===== src/rtl/riscv_mem_arbiter.sv =====
// Shares one external memory port between instruction fetch and data access, one request in flight at a time.
// Round-robin on contention; data size codes become byte strobes and lane-aligned store data.
module riscv_mem_arbiter #(
    parameter int MP_DATA_WIDTH = 32,
    parameter int MP_ADDR_WIDTH = 32
) (
    input  logic                     iclk,
    input  logic                     irst_n,
    input  logic                     iimem_req,
    input  logic [MP_ADDR_WIDTH-1:0] iimem_addr,
    output logic [MP_DATA_WIDTH-1:0] oimem_rd_data,
    output logic                     oimem_ack,
    input  logic                     idmem_req,
    input  logic                     idmem_we,
    input  logic [MP_ADDR_WIDTH-1:0] idmem_addr,
    input  logic [MP_DATA_WIDTH-1:0] idmem_wr_data,
    input  logic [1:0]               idmem_wr_be,
    output logic [MP_DATA_WIDTH-1:0] odmem_rd_data,
    output logic                     odmem_ack,
    output logic                     odmem_err,
    output logic                     ostall,
    output logic                     omem_req,
    output logic                     omem_we,
    output logic [MP_ADDR_WIDTH-1:0] omem_addr,
    output logic [MP_DATA_WIDTH-1:0] omem_wr_data,
    output logic [3:0]               omem_wr_be,
    input  logic                     imem_gnt,
    input  logic                     imem_rvalid,
    input  logic [MP_DATA_WIDTH-1:0] imem_rd_data
);
    localparam logic [1:0] SZ_BYTE = 2'b00;
    localparam logic [1:0] SZ_HALF = 2'b01;
    localparam logic [1:0] SZ_WORD = 2'b10;

    typedef enum logic [1:0] {IDLE, ISSUE, WAIT, RESP} state_t;

    state_t                   state_reg;
    logic                     last_data_reg;
    logic                     win_data_reg;
    logic                     pick_data;
    logic                     dmem_bad;
    logic [3:0]               st_be;
    logic [MP_DATA_WIDTH-1:0] st_data;
    logic                     unused_addr_bits;

    // Fetch addresses are word-aligned; their low bits carry no information.
    assign unused_addr_bits = ^iimem_addr[1:0];

    assign ostall = (iimem_req & ~oimem_ack) | (idmem_req & ~odmem_ack);

    // Data wins when it is alone, or when both pend and fetch was granted last.
    assign pick_data = idmem_req & (~iimem_req | ~last_data_reg);

    assign dmem_bad = (idmem_wr_be == 2'b11)
                    | ((idmem_wr_be == SZ_HALF) & idmem_addr[0])
                    | ((idmem_wr_be == SZ_WORD) & (|idmem_addr[1:0]));

    always_comb begin
        st_be = 4'b1111;
        case (idmem_wr_be)
            SZ_BYTE: st_be = 4'b0001 << idmem_addr[1:0];
            SZ_HALF: st_be = idmem_addr[1] ? 4'b1100 : 4'b0011;
            default: st_be = 4'b1111;
        endcase
    end

    generate
        for (genvar gi = 0; gi < 4; gi++) begin : g_lane
            logic [7:0] lane_src;
            always_comb begin
                lane_src = idmem_wr_data[8*gi +: 8];
                case (idmem_wr_be)
                    SZ_BYTE: lane_src = idmem_wr_data[7:0];
                    SZ_HALF: lane_src = idmem_wr_data[8*(gi%2) +: 8];
                    default: lane_src = idmem_wr_data[8*gi +: 8];
                endcase
            end
            assign st_data[8*gi +: 8] = st_be[gi] ? lane_src : 8'd0;
        end
    endgenerate

    always_ff @(posedge iclk or negedge irst_n) begin
        if (!irst_n) begin
            state_reg     <= IDLE;
            last_data_reg <= 1'b1;
            win_data_reg  <= 1'b0;
            oimem_rd_data <= '0;
            oimem_ack     <= 1'b0;
            odmem_rd_data <= '0;
            odmem_ack     <= 1'b0;
            odmem_err     <= 1'b0;
            omem_req      <= 1'b0;
            omem_we       <= 1'b0;
            omem_addr     <= '0;
            omem_wr_data  <= '0;
            omem_wr_be    <= 4'b0000;
        end else begin
            oimem_ack <= 1'b0;
            odmem_ack <= 1'b0;
            odmem_err <= 1'b0;
            case (state_reg)
                IDLE: begin
                    if (iimem_req | idmem_req) begin
                        last_data_reg <= pick_data;
                        win_data_reg  <= pick_data;
                        if (pick_data && dmem_bad) begin
                            odmem_ack <= 1'b1;
                            odmem_err <= 1'b1;
                            state_reg <= RESP;
                        end else begin
                            omem_req  <= 1'b1;
                            state_reg <= ISSUE;
                            if (pick_data) begin
                                omem_we      <= idmem_we;
                                omem_addr    <= {idmem_addr[MP_ADDR_WIDTH-1:2], 2'b00};
                                omem_wr_be   <= idmem_we ? st_be : 4'b0000;
                                omem_wr_data <= idmem_we ? st_data : '0;
                            end else begin
                                omem_we      <= 1'b0;
                                omem_addr    <= {iimem_addr[MP_ADDR_WIDTH-1:2], 2'b00};
                                omem_wr_be   <= 4'b0000;
                                omem_wr_data <= '0;
                            end
                        end
                    end
                end
                ISSUE: begin
                    if (imem_gnt) begin
                        omem_req  <= 1'b0;
                        state_reg <= WAIT;
                    end
                end
                WAIT: begin
                    if (imem_rvalid) begin
                        if (win_data_reg) begin
                            odmem_rd_data <= imem_rd_data;
                            odmem_ack     <= 1'b1;
                        end else begin
                            oimem_rd_data <= imem_rd_data;
                            oimem_ack     <= 1'b1;
                        end
                        state_reg <= RESP;
                    end
                end
                default: state_reg <= IDLE;
            endcase
        end
    end
endmodule


===== config.mk =====
export PLATFORM = sky130hd
export DESIGN_NAME = riscv_mem_arbiter
export DESIGN_NICKNAME = d
export VERILOG_FILES = /design/src/rtl/riscv_mem_arbiter.sv
export SDC_FILE = /design/constraint.sdc
export NUM_CORES = 1
export LEC_CHECK = 0
export ABC_CLOCK_PERIOD_IN_PS = 1900
export CORE_MARGIN = 3
export CORE_UTILIZATION = 40
export DETAILED_ROUTE_END_ITERATION = 10
export DONT_BUFFER_PORTS = 1
export PLACE_DENSITY = 0.62
export SLEW_MARGIN = 40
export SYNTH_ARGS = -nofsm -noshare
export SYNTH_HDL_FRONTEND = slang
export SYNTH_SLANG_ARGS = --single-unit

===== constraint.sdc =====
create_clock -name iclk -period 1.9 [get_ports iclk]
set_input_delay 0.095 -clock iclk [delete_from_list [all_inputs] [get_ports iclk]]
set_output_delay 0.095 -clock iclk [all_outputs]
set_load 0.02 [all_outputs]

==> results of run 1 <==
[power by group]
part	internal [mW]	switching, mW	total, mW
registers	4.14	2.38	6.52
logic	1.76	1.17	2.93
clock network	1.96	1.36	3.32
total	7.86	4.91	12.8
[Yosys cell counts, drive strengths merged]
cell | n | area share
a2111oi | 1 | 0.0044
a21boi | 1 | 0.0030
a21o | 3 | 0.0036
a21oi | 4 | 0.0038
a22o | 25 | 0.035
a22oi | 1 | 0.0012
a2bb2oi | 1 | 0.0014
a31o | 1 | 0.0014
a31oi | 1 | 0.0010
and4bb | 1 | 0.0020
buf | 18 | 0.020
clkbuf | 10 | 0.0060
conb | 1 | 0.00060
dfrtp | 138 | 0.55
dfstp | 1 | 0.0042
ha | 4 | 0.0080
inv | 7 | 0.0042
mux2 | 100 | 0.20
mux2i | 17 | 0.027
nand2 | 105 | 0.063
nand2b | 1 | 0.0010
nand3 | 2 | 0.0036
nand3b | 1 | 0.0012
nor2 | 4 | 0.0032
nor2b | 2 | 0.0020
nor3 | 2 | 0.0032
o21a | 3 | 0.0050
o21ai | 12 | 0.011
o21bai | 1 | 0.0012
o22ai | 2 | 0.0020
o2bb2ai | 9 | 0.021
o32a | 1 | 0.0016
or3 | 1 | 0.0010
xor2 | 1 | 0.0014
[through the flow]
step,total power [mW],utilization,hold WS (ns),setup WS [ns]
2_1_floorplan,8.42,-,-0.201,0.224
3_3_place_gp,9.02,0.424,-0.198,0.122
3_5_place_dp,9.20,0.426,-0.198,0.0117
4_1_cts,12.8,0.553,-0.643,0.0626
5_1_grt,13.4,0.554,-0.659,0.0768
6_report,12.8,0.554,-0.626,0.175
[layer usage]
metal	part of all wire	GRT usage	wire length, µm	vias to the layer above
met5	0	0	0	-
met4	0.022	0.0617	381	0
met3	0.11	0.0874	1890	29
met2	0.50	0.332	8610	259
met1	0.37	0.224	6380	2156
li1	-	-	-	1967
[what timing repair did]
action                                 4_1_cts  5_1_grt
resized for setup                            1        2
cloned                                       0        0
setup endpoints to repair                    1        9
endpoints found under the hold margin      270      139
pin swaps                                    0        0
[cell type report]
cell class	count	area share
sequential	139	0.412
multi-input combinational	309	0.306
timing repair buffer	148	0.177
clock buffer	17	0.0504
tap	211	0.0313
clock inverter	14	0.0193
inverter	7	0.00311
antenna	1	0.000296
[worst max-delay path, cell delays in order]
cell	delay, ns
dlygate4sd3_1	0.53
nand2_1	0.06
dlygate4sd3_1	0.53
o21ai_0	0.07
dlygate4sd3_1	0.55
a22o_1	0.18
[kinds of logic after synthesis]
group | share of synthesized area
muxes | 0.225
adders and majority gates | 0.00802
other | 0.000601
buffers and inverters | 0.0303
and+or+nand+nor | 0.0804
xor gates and xnor gates | 0.00140
DFF | 0.558
AOI/OAI and AO/OA | 0.0969
[how the worst max path moves through the flow]
stage | to | slack [ns]
after detailed placement | omem_wr_data[8] | 0.01
after global placement | omem_wr_data[15] | 0.12
after floorplan | odmem_rd_data[10] | 0.22
after global routing | omem_wr_data[27] | 0.08
final | omem_wr_data[26] | 0.18
after CTS | omem_wr_data[25] | 0.06
==> impl_metrics.tcl, run 1 <==
set metrics [dict create \
    violations "hold timing" \
    critPathLaunch "idmem_wr_data[26]" \
    crit_type "in2reg" \
    vdd_ir_drop_max_mv 0.977 \
    start_kind "input port" \
    worstPathMaxFanout 1 \
    port_buffers 0 \
    cts_sinks 139 \
    p_per_area_mw_per_mm2 1510 \
    worstSetupEndpointType "flip-flop" \
    area_delta_synth_final_pct 35.4 \
    instances_no_fill 846 \
    wirelength_um 17300 \
    reg2reg_slack_ns 0.18 \
    cap_violations 0 \
    nets 763 \
    core_mm2 0.0153 \
    die_w_um 131 \
    final_hold_viol_count 139 \
    clk_pin_slew_ns 0.07 \
    slew_headroom 0.504 \
    reg_top3 "odmem_rd_data (32), oimem_rd_data (32), omem_wr_data (32)" \
    avgSynthCellArea_um2 12.9 \
    regArea_mm2 0.00348 \
    post_cts_buffers 0 \
    final.period_utilization 0.908 \
    dieArea_mm2 0.0171 \
    layout_common_cells "dfrtp_1 (138), dlygate4sd3_1 (134), nand2_1 (105)" \
    clock_skew_ns 0.0129 \
    drcViolationCount 0 \
    place_congestion 0.734 \
    timing.rr.end "last_data_reg" \
    clk_latency_ns 0.41 \
    netlist_instances 482 \
    grt_overflow 0 \
    start_util 0.409 \
    placed_area_mm2 0.00650 \
    timing.fmax_ghz 0.580 \
    layout.cells.most_common "dfrtp_1" \
    viasPerCell 5.21 \
    vias 4411 \
    setup_violations 0 \
    fin_crit_ns 1.72 \
    row_count 45 \
    cts_hold_buf 134 \
    numCtsBuffers 17 \
    yosysSeqAreaShare 0.558 \
    multiInputGateArea_mm2 0.00259 \
    dr.pass1.iters 4 \
    grt_max_degree 140 \
    clockBufferDepth 2 \
    fp.dieH_um 131 \
    grt_pass1_wl_um 25800 \
    ys_ff_latch 139 \
    ios 275 \
    yosys_warnings 0 \
    dp_hpwl_um 10500 \
    antenna_left 0 \
    fin_setup_tns_ns 0 \
    htree_levels 4 \
    cts_tree "done" \
    dpl.cell_count 680 \
    tightest_slew_ns 0.741 \
    hold_slack_ns -0.626 \
    track_usage 0.196 \
    rsz0062_at_grt "false" \
    crit_arrival_ns 2.03 \
    drt_iter0_markers 207 \
    slew_violations 0 \
    final_design_area_no_fill_mm2 0.00845 \
    synth.distinct_cells 47 \
    antenna_found_initial 1 \
    r2r_cells 5 \
    outcome "finished, violations left" \
    leakage_nw 3.86 \
    drive_above_1_share 0.263 \
    nFillCells 1226 \
    grt_pass1_vias 4677 \
    cts_root_buf "clkbuf_16" \
    r2r_start "state_reg[1]" \
    syn_area_mm2 0.00624 \
    worstPathRequired_ns 2.20 \
    hold_class "in2async" \
    wl_per_cell_um 20.4 \
]
Power figures use the tool's default switching activity.
==> inputs of run 2 (changes only) <==
--- a/config.mk
+++ b/config.mk
@@ -5,7 +5,7 @@
 export SDC_FILE = /design/constraint.sdc
 export NUM_CORES = 1
 export LEC_CHECK = 0
-export ABC_CLOCK_PERIOD_IN_PS = 1900
+export ABC_CLOCK_PERIOD_IN_PS = 2200
 export CORE_MARGIN = 3
 export CORE_UTILIZATION = 40
 export DETAILED_ROUTE_END_ITERATION = 10
==> constraint.sdc (replaced) <==
create_clock -name iclk -period 2.2 [get_ports iclk]
set_input_delay 0.11 -clock iclk [delete_from_list [all_inputs] [get_ports iclk]]
set_output_delay 0.11 -clock iclk [all_outputs]
set_load 0.02 [all_outputs]
==> run 2 against run 1 <==
  * The run still ends with hold timing left
  * Power shrank 14%
  * Via count grew 0.52%
  * Clock power shrank 17%
  * Register-to-register slack lost 0.17 ns
  * Flip-flop and latch count is the same
  * Final cell count shrank 0.59%
==> impl_metrics.tcl, run 2 (same netlist as run 1, synthesis figures left out) <==
set metrics [dict create \
    outcome "finished, violations left" \
    violations "hold timing" \
    timing.fmax_ghz 0.456 \
    place_ws_ns 0.279 \
    numCtsBuffers 17 \
    reg2reg_slack_ns 0.006 \
    die_w_um 131 \
    hold_slack_ns -0.610 \
    fp.dieH_um 131 \
    antenna_left 0 \
    clock_skew_ns 0.00624 \
    grt_max_degree 140 \
    crit_arrival_ns 2.49 \
    start_util 0.409 \
    fin_setup_tns_ns 0 \
    port_buffers 0 \
    grt_overflow 0 \
    grt_pass1_wl_um 25900 \
    ios 275 \
    dp_hpwl_um 10500 \
    slew_violations 0 \
    fin_crit_ns 2.19 \
    post_cts_buffers 0 \
    clk_latency_ns 0.41 \
    dpl.cell_count 677 \
    final.period_utilization 0.997 \
    start_kind "flip-flop" \
    final_hold_viol_count 139 \
    wl_per_cell_um 20.5 \
    layout_common_cells "dfrtp_1 (138), dlygate4sd3_1 (132), nand2_1 (105)" \
    setup_violations 0 \
    grt_pass1_vias 4785 \
    drive_above_1_share 0.262 \
    diodes 0 \
    dieArea_mm2 0.0171 \
    vdd_ir_drop_max_mv 0.778 \
    fin_util 0.548 \
    vias 4434 \
    rsz0062_at_grt "true" \
    cts_root_buf "clkbuf_16" \
    antenna_found_initial 0 \
    slew_headroom 0.485 \
    core_mm2 0.0153 \
    p_per_area_mw_per_mm2 1310 \
    track_usage 0.197 \
    nFillCells 1271 \
    worstPathMaxFanout 18 \
    layout.cells.most_common "dfrtp_1" \
    wirelength_um 17200 \
    viasPerCell 5.27 \
    crit_type "reg2reg" \
    dr.pass1.iters 4 \
    tightest_slew_ns 0.770 \
    htree_levels 4 \
    clk_pin_slew_ns 0.06 \
    cts_hold_buf 132 \
    reg_top3 "odmem_rd_data (32), oimem_rd_data (32), omem_wr_data (32)" \
    cts_sinks 139 \
    instances_no_fill 841 \
    hold_class "in2async" \
    drcViolationCount 0 \
    clockBufferDepth 2 \
    place_congestion 0.744 \
    area_delta_synth_final_pct 34.0 \
    worstPathRequired_ns 2.50 \
    row_count 45 \
    cap_violations 0 \
    worstSetupEndpointType "flip-flop" \
    nets 758 \
    leakage_nw 3.83 \
    fin_ws_ns 0.00560 \
    drt_iter0_markers 249 \
    cts_tree "done" \
]
-- run 2: area by class of cell --
class                           instances  area (µm²)  share of cell area
Sequential cell                       139        3480               0.416
Multi-Input combinational cell        309        2580               0.308
Timing Repair Buffer                  143        1440               0.172
Clock buffer                           17         425              0.0509
Tap cell                              211         264              0.0316
Clock inverter                         15         149              0.0178
Inverter                                7        26.3             0.00314
-- run 2: what timing repair did --
action	in CTS	in global routing
resized for setup	0	1
hold endpoints to repair	270	139
endpoints found under the setup margin	0	15
-- run 2: worst max-delay path: stages, from the launching register on --
cell,delay (ns)
dfstp_2,0.39
a21boi_4,0.20
buf_4,0.30
mux2_2,0.36
dlygate4sd3_1,0.55
mux2_4,0.26
-- run 2: path summary, 6_finish.rpt --
kind / from / end / cells after the start
setup / recovery: last_data_reg / omem_addr[20] / 5
min in group iclk: idmem_wr_be[1] / omem_wr_data[29] / 2
hold / removal: irst_n / omem_addr[19] / 0
hold reg to reg: win_data_reg / win_data_reg / 1
setup reg to reg: last_data_reg / omem_addr[20] / 5
max in group asynchronous: irst_n / last_data_reg / 0
-- run 2: metal layers --
layer  up-vias  track usage  part of all wire
li1       1956            -                 -
met1      2202        0.219              0.37
met2       249        0.331              0.50
met3        27       0.0992              0.11
met4         0       0.0581             0.017
met5         -            0                 0
-- run 2: stage by stage --
| stage | power (mW) | hold WS [ns] | cell area (µm²) |
|---|---|---|---|
| finish | 11.0 | -0.610 | 8360 |
| global route | 11.5 | -0.645 | 8360 |
| CTS | 11.0 | -0.635 | 8360 |
| detailed placement | 7.93 | -0.183 | 6460 |
| global placement | 7.81 | -0.183 | 6460 |
| floorplan | 7.27 | -0.186 | 6240 |
-- run 2: power breakdown --
| part | internal [mW] | switching [mW] |
|---|---|---|
| logic | 1.54 | 1.02 |
| registers | 3.57 | 2.06 |
| clock network | 1.51 | 1.25 |
| total | 6.62 | 4.33 |
==> inputs of run 3 (changes only) <==
--- a/config.mk
+++ b/config.mk
@@ -6,11 +6,11 @@
 export NUM_CORES = 1
 export LEC_CHECK = 0
 export ABC_CLOCK_PERIOD_IN_PS = 2200
-export CORE_MARGIN = 3
-export CORE_UTILIZATION = 40
+export CORE_AREA = 3 3 106 108
 export DETAILED_ROUTE_END_ITERATION = 10
+export DIE_AREA = 0 0 109 111
 export DONT_BUFFER_PORTS = 1
-export PLACE_DENSITY = 0.62
+export PLACE_DENSITY = 0.83
 export SLEW_MARGIN = 40
 export SYNTH_ARGS = -nofsm -noshare
 export SYNTH_HDL_FRONTEND = slang
==> run 3 against run 2 <==
  * The run now fails in 4_1_cts
  * Synthesized area unchanged
  * Synthesized cell count did not move
==> impl_metrics.tcl, run 3 <==
set metrics [dict create \
    start_util 0.604 \
    synthFlopType "dfrtp_1" \
    cts_root_buf "clkbuf_8" \
    first-error "[ERROR RSZ-0060] Max buffer count reached." \
    post_cts_buffers 0 \
    haltStage "4_1_cts" \
    outcome "aborted with a tool error" \
    synth_top_area_share 0.554 \
    ys_ff_latch 139 \
    cts_hold_buf 128 \
    die_w_um 109 \
    clockBufferDepth 2 \
    yosysSeqAreaShare 0.558 \
    ctsResizeCount 0 \
    port_buffers 0 \
    netlist_instances 482 \
    avgSynthCellArea_um2 12.9 \
    cts_sinks 139 \
    row_count 37 \
    synth_area_leaders "dfrtp_1 (55%), mux2_2 (13%), mux2_4 (6.7%)" \
    async_flop_share 1.00 \
    yosysMostFrequentCell "dfrtp_1" \
    dp_hpwl_um 10300 \
    yosys.area.top_type "dfrtp_1" \
    synth_common_cells "dfrtp_1 (138), nand2_1 (105), mux2_2 (70)" \
    fp.dieH_um 111 \
    htree_levels 4 \
    yosys_warnings 0 \
    synth.distinct_cells 47 \
    syn_area_mm2 0.00624 \
    numCtsBuffers 17 \
    place_congestion 0.813 \
    ios 275 \
    synth_edf_count 0 \
]
-- run 3: cell counts after synthesis --
Identical to the previous run, type by type.
-- run 3: per-stage QoR --
step | setup slack [ns] | utilization | area, µm² | cells | hold WS [ns]
after floorplan | 0.524 | - | 6240 | 483 | -0.186
after global placement | 0.375 | 0.615 | 6340 | 602 | -0.183
after detailed placement | 0.303 | 0.615 | 6340 | 602 | -0.183
-- run 3: logic make-up after synthesis --
kind of cell / Yosys count / synth area share
adders and majority gates: 4 / 0.00802
and+or+nand+nor: 119 / 0.0804
buffers and inverters: 35 / 0.0303
DFF: 139 / 0.558
muxes: 117 / 0.225
xor gates and xnor gates: 1 / 0.00140
AOI/OAI and AO/OA: 66 / 0.0969
other: 1 / 0.000601
==> inputs of run 4 (changes only) <==
--- a/config.mk
+++ b/config.mk
@@ -6,11 +6,11 @@
 export NUM_CORES = 1
 export LEC_CHECK = 0
 export ABC_CLOCK_PERIOD_IN_PS = 2200
-export CORE_AREA = 3 3 106 108
+export CORE_MARGIN = 3
+export CORE_UTILIZATION = 40
 export DETAILED_ROUTE_END_ITERATION = 10
-export DIE_AREA = 0 0 109 111
 export DONT_BUFFER_PORTS = 1
-export PLACE_DENSITY = 0.83
+export PLACE_DENSITY_LB_ADDON = 0.15
 export SLEW_MARGIN = 40
 export SYNTH_ARGS = -nofsm -noshare
 export SYNTH_HDL_FRONTEND = slang
==> run 4 against run 3 <==
  * The flow now finishes, with violations (hold timing)
==> impl_metrics.tcl, run 4 (same netlist as run 1, synthesis figures left out) <==
set metrics [dict create \
    worstPathRequired_ns 2.49 \
    setup_violations 0 \
    antenna_left 0 \
    regArea_mm2 0.00348 \
    use_met1 0.224 \
    place_ws_ns 0.295 \
    layout_common_cells "dlygate4sd3_1 (138), dfrtp_1 (138), nand2_1 (105)" \
    row_count 45 \
    clk_latency_ns 0.41 \
    grt_pass1_vias 4640 \
    instances_no_fill 852 \
    dp_hpwl_um 10800 \
    timing.fmax_ghz 0.482 \
    fin_ws_ns 0.123 \
    crit_arrival_ns 2.37 \
    dieArea_mm2 0.0171 \
    reg2reg_slack_ns 0.12 \
    grt_max_degree 140 \
    worstSetupEndpointType "flip-flop" \
    antenna_found_initial 1 \
    vias 4392 \
    place_congestion 0.725 \
    grt.met2_usage 0.317 \
    wirelength_um 17100 \
    clk_pin_slew_ns 0.06 \
    drcViolationCount 0 \
    tightest_slew_ns 0.766 \
    gr-usage-met3 0.0789 \
    busiest_layer "met2" \
    vdd_ir_drop_max_mv 0.631 \
    r2r_start "last_data_reg" \
    fin_crit_ns 2.08 \
    dpl.cell_count 679 \
    drive_above_1_share 0.255 \
    track_usage 0.193 \
    ios 275 \
    port_buffers 0 \
    worstPathMaxFanout 6 \
    final_hold_viol_count 139 \
    area_delta_synth_final_pct 36.7 \
    fin_util 0.559 \
    crit_type "reg2reg" \
    drt_iter0_markers 157 \
    reg_top3 "odmem_rd_data (32), oimem_rd_data (32), omem_wr_data (32)" \
    htree_levels 4 \
    fp.dieH_um 131 \
    outcome "finished, violations left" \
    r2r_cells 5 \
    cts_root_buf "clkbuf_16" \
    clockBufferDepth 2 \
    viasPerCell 5.15 \
    start_util 0.409 \
    nFillCells 1232 \
    die_w_um 131 \
    leakage_nw 3.91 \
    numCtsBuffers 17 \
    p_per_area_mw_per_mm2 1330 \
    wl_per_cell_um 20.0 \
    final.period_utilization 0.944 \
    power_mw 11.3 \
    dr.pass1.iters 4 \
    cts_tree "done" \
    placed_area_mm2 0.00647 \
    hold_class "in2async" \
    nets 768 \
    grt_pass1_wl_um 25400 \
    hold_slack_ns -0.609 \
    clock_skew_ns 0.00801 \
    start_kind "flip-flop" \
    violations "hold timing" \
    multiInputGateArea_mm2 0.00257 \
    grt_overflow 0 \
    cap_violations 0 \
    slew_headroom 0.488 \
    core_mm2 0.0153 \
    cts_sinks 139 \
    fin_setup_tns_ns 0 \
    rsz0062_at_grt "false" \
    timing.rr.end "omem_addr[31]" \
    final_design_area_no_fill_mm2 0.00853 \
    slew_violations 0 \
]
[run 4: worst max path at each step]
| stage | startpoint | cells past startpoint | endpoint |
|---|---|---|---|
| after floorplan | state_reg[0] | 5 | odmem_rd_data[10] |
| after global placement | state_reg[0] | 5 | omem_wr_data[8] |
| after detailed placement | state_reg[1] | 5 | omem_wr_data[12] |
| after CTS | last_data_reg | 5 | omem_addr[4] |
| after global routing | last_data_reg | 5 | omem_addr[31] |
| final | last_data_reg | 5 | omem_addr[31] |
[run 4: critical path, cell delays in order (launching register included)]
cell	delay (ns)
dfstp_2	0.39
a21boi_4	0.20
buf_6	0.17
mux2_2	0.33
dlygate4sd3_1	0.57
mux2_1	0.30
[run 4: layer usage]
layer,wire (µm),vias to the layer above
met1,6470,2179
met4,306,0
met2,8430,215
met3,1850,22
li1,-,1976
met5,0,-
[run 4: layout make-up]
class,instances,area share
repair buffers,153,0.179
clock buffers,23,0.0549
clock inverters,9,0.0217
flip-flops and latches,139,0.408
multi-input cells,309,0.302
inverters,7,0.00308
well taps,211,0.0310
diodes,1,0.000294
[run 4: what timing repair did]
action,4_1_cts,5_1_grt
setup buffers,0,2
setup endpoints to repair,0,7
resized for setup,0,2
hold buffers,136,2
hold endpoints to repair,269,140
[run 4: where the power goes]
part | switching, mW | internal, mW
Clock | 1.08 | 2.08
Combinational | 1.01 | 1.52
Sequential | 2.04 | 3.58
